$ cat src/rtl/xcvr_tx_gearbox_fifo.sv
// xcvr_tx_gearbox_fifo: show-ahead FIFO taking IN_WIDTH words and emitting IN_WIDTH/RATIO segments
module xcvr_tx_gearbox_fifo #(
  parameter int IN_WIDTH = 128,
  parameter int RATIO = 2,
  parameter int DEPTH = 16,
  parameter int AFULL_THRESH = DEPTH - 2,
  parameter bit MSB_FIRST = 1'b0,
  localparam int OUT_WIDTH = IN_WIDTH / RATIO,
  localparam int AW = $clog2(DEPTH),
  localparam int RW = $clog2(DEPTH * RATIO) + 1
) (
  input  logic                 clk,
  input  logic                 reset,
  input  logic                 flush,
  input  logic [IN_WIDTH-1:0]  data,
  input  logic                 wrreq,
  input  logic                 rdreq,
  output logic [OUT_WIDTH-1:0] q,
  output logic                 rdempty,
  output logic                 wrfull,
  output logic                 wralmostfull,
  output logic [AW:0]          wrusedw,
  output logic [RW-1:0]        rdusedw,
  output logic                 overflow,
  output logic                 underflow
);
  localparam int SW = RATIO > 1 ? $clog2(RATIO) : 1;
  localparam int CW = AW + 1;
  logic [IN_WIDTH-1:0] mem_q [DEPTH];
  logic [AW-1:0] wr_ptr_q, wr_ptr_d, rd_ptr_q, rd_ptr_d;
  logic [SW-1:0] seg_q, seg_d, seg_idx;
  logic [CW-1:0] wcnt_q, wcnt_d;
  logic [RW-1:0] rcnt_q, rcnt_d;
  logic ovf_q, ovf_d, unf_q, unf_d;
  logic clr, wr_en, rd_en, last;
  logic [IN_WIDTH-1:0] head;
  assign wrusedw = wcnt_q;
  assign rdusedw = rcnt_q;
  assign wrfull = wcnt_q == CW'(DEPTH);
  assign rdempty = rcnt_q == '0;
  assign wralmostfull = int'(wcnt_q) >= AFULL_THRESH;
  assign overflow = ovf_q;
  assign underflow = unf_q;
  always_comb begin
    clr = reset | flush;
    wr_en = wrreq & ~wrfull;
    rd_en = rdreq & ~rdempty;
    last = seg_q == SW'(RATIO - 1);
    wr_ptr_d = clr ? '0 : wr_ptr_q + AW'(wr_en);
    rd_ptr_d = clr ? '0 : rd_ptr_q + AW'(rd_en & last);
    seg_d = (clr || (rd_en && last)) ? '0 : seg_q + SW'(rd_en);
    wcnt_d = clr ? '0 : wcnt_q + CW'(wr_en) - CW'(rd_en & last);
    rcnt_d = clr ? '0 : rcnt_q + (wr_en ? RW'(RATIO) : '0) - RW'(rd_en);
    ovf_d = ~clr & (ovf_q | (wrreq & wrfull));
    unf_d = ~clr & (unf_q | (rdreq & rdempty));
    head = mem_q[rd_ptr_q];
    seg_idx = MSB_FIRST ? SW'(RATIO - 1) - seg_q : seg_q;
    q = rdempty ? '0 : head[seg_idx * OUT_WIDTH +: OUT_WIDTH];
  end
  always_ff @(posedge clk)
    if (wr_en && !clr) mem_q[wr_ptr_q] <= data;
  always_ff @(posedge clk) begin
    wr_ptr_q <= wr_ptr_d;
    rd_ptr_q <= rd_ptr_d;
    seg_q <= seg_d;
    wcnt_q <= wcnt_d;
    rcnt_q <= rcnt_d;
    ovf_q <= ovf_d;
    unf_q <= unf_d;
  end
endmodule

$ cat config.mk
export PLATFORM = sky130hd
export DESIGN_NAME = xcvr_tx_gearbox_fifo
export DESIGN_NICKNAME = d
export VERILOG_FILES = /design/src/rtl/xcvr_tx_gearbox_fifo.sv
export SDC_FILE = /design/constraint.sdc
export NUM_CORES = 2
export LEC_CHECK = 0
export BUFFER_PORTS_ARGS = -buffer_cell sky130_fd_sc_hd__buf_2
export CAP_MARGIN = 5
export CORE_MARGIN = 5
export CORE_UTILIZATION = 40
export DETAILED_ROUTE_END_ITERATION = 6
export GPL_TIMING_DRIVEN = 0
export PLACE_DENSITY_LB_ADDON = 0.15
export RECOVER_POWER = 50
export SLEW_MARGIN = 15
export SYNTH_ARGS = -nofsm -noshare
export SYNTH_HDL_FRONTEND = slang
export SYNTH_SLANG_ARGS = --single-unit
export TNS_END_PERCENT = 20
$ cat constraint.sdc
create_clock -name clk -period 16 [get_ports clk]
set_clock_uncertainty 0.15 [all_clocks]
set_input_delay 0.8 -clock clk [delete_from_list [all_inputs] [get_ports clk]]
set_output_delay 0.8 -clock clk [all_outputs]
set_load 0.01 [all_outputs]
==> summary.txt <==
Die
  • I/O pin total: 213
  • Die width: 455.4 um
  • Row count: 163
  • Core area: 197400 um2
  • Area of the die: 207400 um2
  • Die height: 455.4 um
  • Initial cell density of the core: 40.20%

Setup path
  • Crit path cell chain: buf_2, buf_1, nand3_1, clkbuf_1, o221ai_1, buf_2
  • CP bufs+invs: 4
  • Crit. End Element: output port
  • Cell mode on critical path: buf_2
  • Slowest-stage cell, CP: nand3_1
  • CP delay by family, top: buffers and inverters
  • Peak per-stage delay on the critical path: 0.98 ns
  • Startpoint types: flop
  • CP Data Required Time: 15.05 ns
  • WP data arrival: 5.13 ns
  • Worst Path Max Fanout: 10
  • CP Class: reg2out

Finish
  • Commonest non-fill, non-tap cell in the layout: edfxtp_1
  • Most frequent cells in the layout: 2048 x edfxtp_1, 488 x mux4_2, 234 x clkbuf_1, 218 x clkbuf_16, 196 x mux2i_1
  • Nets: 4164
  • Synth-to-layout area growth: 18.21%
  • Post-route cell area: between 90000 and 100000 um2
  • Share of post-route cells with drive strength above 1: 29.65%

Power
  • Reg power frac: 50.6%
  • Switching share of power: between 20% and 30%
  • Clock power share: between 40% and 50%
  • Int Power: 9.066 mW
  • Comb pwr share: 8.2%
  • Net Switching: 2.775 mW
  • Power Dens Cells: 126.2 nW/um2
  • Power consumption: around 12 mW
  • Leakage: 29.00 nW
  • Max IR drop VDD: 0.1166 mV

Synthesis
  • Synth Flop Type: edfxtp_1
  • Number of enable flip-flop cells after synthesis: 2048
  • Synth unique cells: between 50 and 60
  • Mapped Cells: 3384
  • Async SR Flop Fraction: 0%
  • Synthesized flop and latch total: 2070
  • Post-Syn Nets: approximately 3500
  • Yosys warns: 0
  • Avg Inst Size Synth: between 20 and 25 um2
  • Sequential-to-total area share from yosys stat: 78.05%
  • Cell Area, Synth: 79360 um2

Clock network
  • H-tree depth: 4
  • CTS tree: yes
  • Clock sink count: 2070
  • Worst-skew pair later-pin latency: 0.82 ns
  • Post-CTS Setup Bufs: 0
  • Clock slew at reported path FFs: ~0.06 ns
  • Root buffer cell: clkbuf_16
  • Num CTS Buffers: roughly 210
  • Hold_buf cts: 0
  • Clock buffer depth: 3
  • # resized after CTS: 0

Routing
  • Via Count: 38620
  • Wirelength per Cell: approximately 33 um
  • Routed Antenna Nets: 0
  • DRT Wirelength: 225500 um
  • First DRT Iteration DRCs: 3756
  • DRC: 0
  • Routed vias/inst: between 5 and 6
  • Initial DRT Pass Iterations: 5

Global route
  • Initial antenna violation count: 48
  • Total grt overflow: 0
  • GRT Util Overall: 21.50%
  • First-pass GRT wire length: 315200 um
  • Largest net degree at the start of global routing: 19
  • Vias in the first global route: 39170

Timing
  • Hold Violations, Final: 0
  • Setup-failing EPs final: 0
  • Min Tclk post-route: 6.084 ns
  • Fin crit share: 38.02%
  • Relative slew margins: -7.211%
  • Setup TNS: 0 ns
  • Slew Viols, Final: 25
  • Peak Freq: between 150 and 200 MHz
  • Worst Tran Pin Value: between 1.5 and 2 ns
  • RSZ-0062 raised after global routing: no
  • WHS: 0.1219 ns

Run status
  • Status: complete, but fails checks
  • Failing checks: max-capacitance violations, max-slew violations

Placement
  • Routability Congestion: about 0.75
  • Placed inst area: 87160 um2
  • Buffers added on ports: roughly 210
  • Final HPWL DP: 154900 um

Flow run
  • Max-cap violations: 3

Worst hold path
  • HP Class: in2reg
[worst paths after layout]
path,start,end,slack [ns],cells after the start
setup / recovery,rd_ptr_q[3]$_SDFF_PP0_,q[3],9.92,6
hold / removal,rdreq,underflow$_DFF_P_,0.12,3
setup reg to reg,rdusedw[2]$_SDFF_PP0_,wrusedw[4]$_SDFF_PP0_,11.20,16
hold reg to reg,overflow$_DFF_P_,overflow$_DFF_P_,0.33,2
[stage by stage]
stage	cells	utilization [%]	worst slack [ns]
detailed placement	6435	44.15	10.73
global route	6840	47.51	9.903
CTS	6832	47.61	9.799
finish	6846	47.52	9.916
floorplan	3384	-	4.600
global placement	6236	42.41	-9.624
[per-layer routing]
layer	up-vias	share of wire [%]	routed length (um)	global-route usage, %
met3	291	6.6	14890	3.990
met2	1328	49	109700	34.80
met5	-	0.036	82	0
met4	12	1.9	4177	4.894
li1	15810	-	-	-
met1	21180	43	96650	30.60
[kinds of logic after synthesis]
kind of cell / after synthesis / share of synthesized area (%)
buffers and inverters: 197 / 1.506
adders and majority gates: 21 / 0.3500
DFF: 2070 / 78.05
muxes: 727 / 17.03
xor gates and xnor gates: 12 / 0.1325
and+or+nand+nor: 155 / 0.9807
AOI/OAI and AO/OA: 202 / 1.952
[power groups by stage]
stage               registers, mW  clock network (mW)  logic, mW
global route                 5.99                5.20       1.02
finish                       5.99                4.88      0.971
floorplan                    6.11                   0      0.390
detailed placement           6.10                   0      0.985
CTS                          5.99                4.98      0.988
global placement             6.12                   0      0.972
[worst register-to-register path: cells and delay by family, from the launching register on]
kind	cells	cell delay (ns)
buf+inv	5	1.66
fa+ha+maj	4	1.10
simple gates	4	0.88
flops	1	0.42
compound gates	2	0.32
xor+xnor	1	0.15
[state kept, by name, summed over array words and instances (netlist names)]
signal     flops
last           1
underflow      1
rdusedw        6
wrusedw        5
rd_ptr_q       4
mem_q       2048
overflow       1
wr_ptr_q       4
[Yosys cell counts, types with 15 or more instances]
cell | n | area share (%)
ha_1 | 19 | 0.30
nor2b_1 | 19 | 0.15
o22ai_1 | 27 | 0.21
o21ai_0 | 16 | 0.10
mux2_2 | 38 | 0.54
dfxtp_1 | 22 | 0.55
buf_2 | 51 | 0.32
nor2_1 | 41 | 0.19
buf_6 | 18 | 0.26
mux4_2 | 488 | 14
buf_4 | 36 | 0.34
o22a_1 | 42 | 0.46
o221ai_1 | 46 | 0.51
clkbuf_1 | 52 | 0.25
a211oi_1 | 15 | 0.14
mux2i_1 | 196 | 2.5
inv_1 | 19 | 0.090
edfxtp_1 | 2048 | 77
nand2_1 | 33 | 0.16
[area by class of cell]
type                    instances  area (um2)
fillers                     16380      103600
flip-flops and latches       2070       61940
multi-input cells            1117       16300
clock buffers                 262        5640
repair buffers                411        4193
well taps                    2640        3303
clock inverters               135        1201
plain buffers                 176        1121
inverters                      21       78.83
diodes                         14       35.03
No activity file was read; power rests on OpenSTA's default activity.
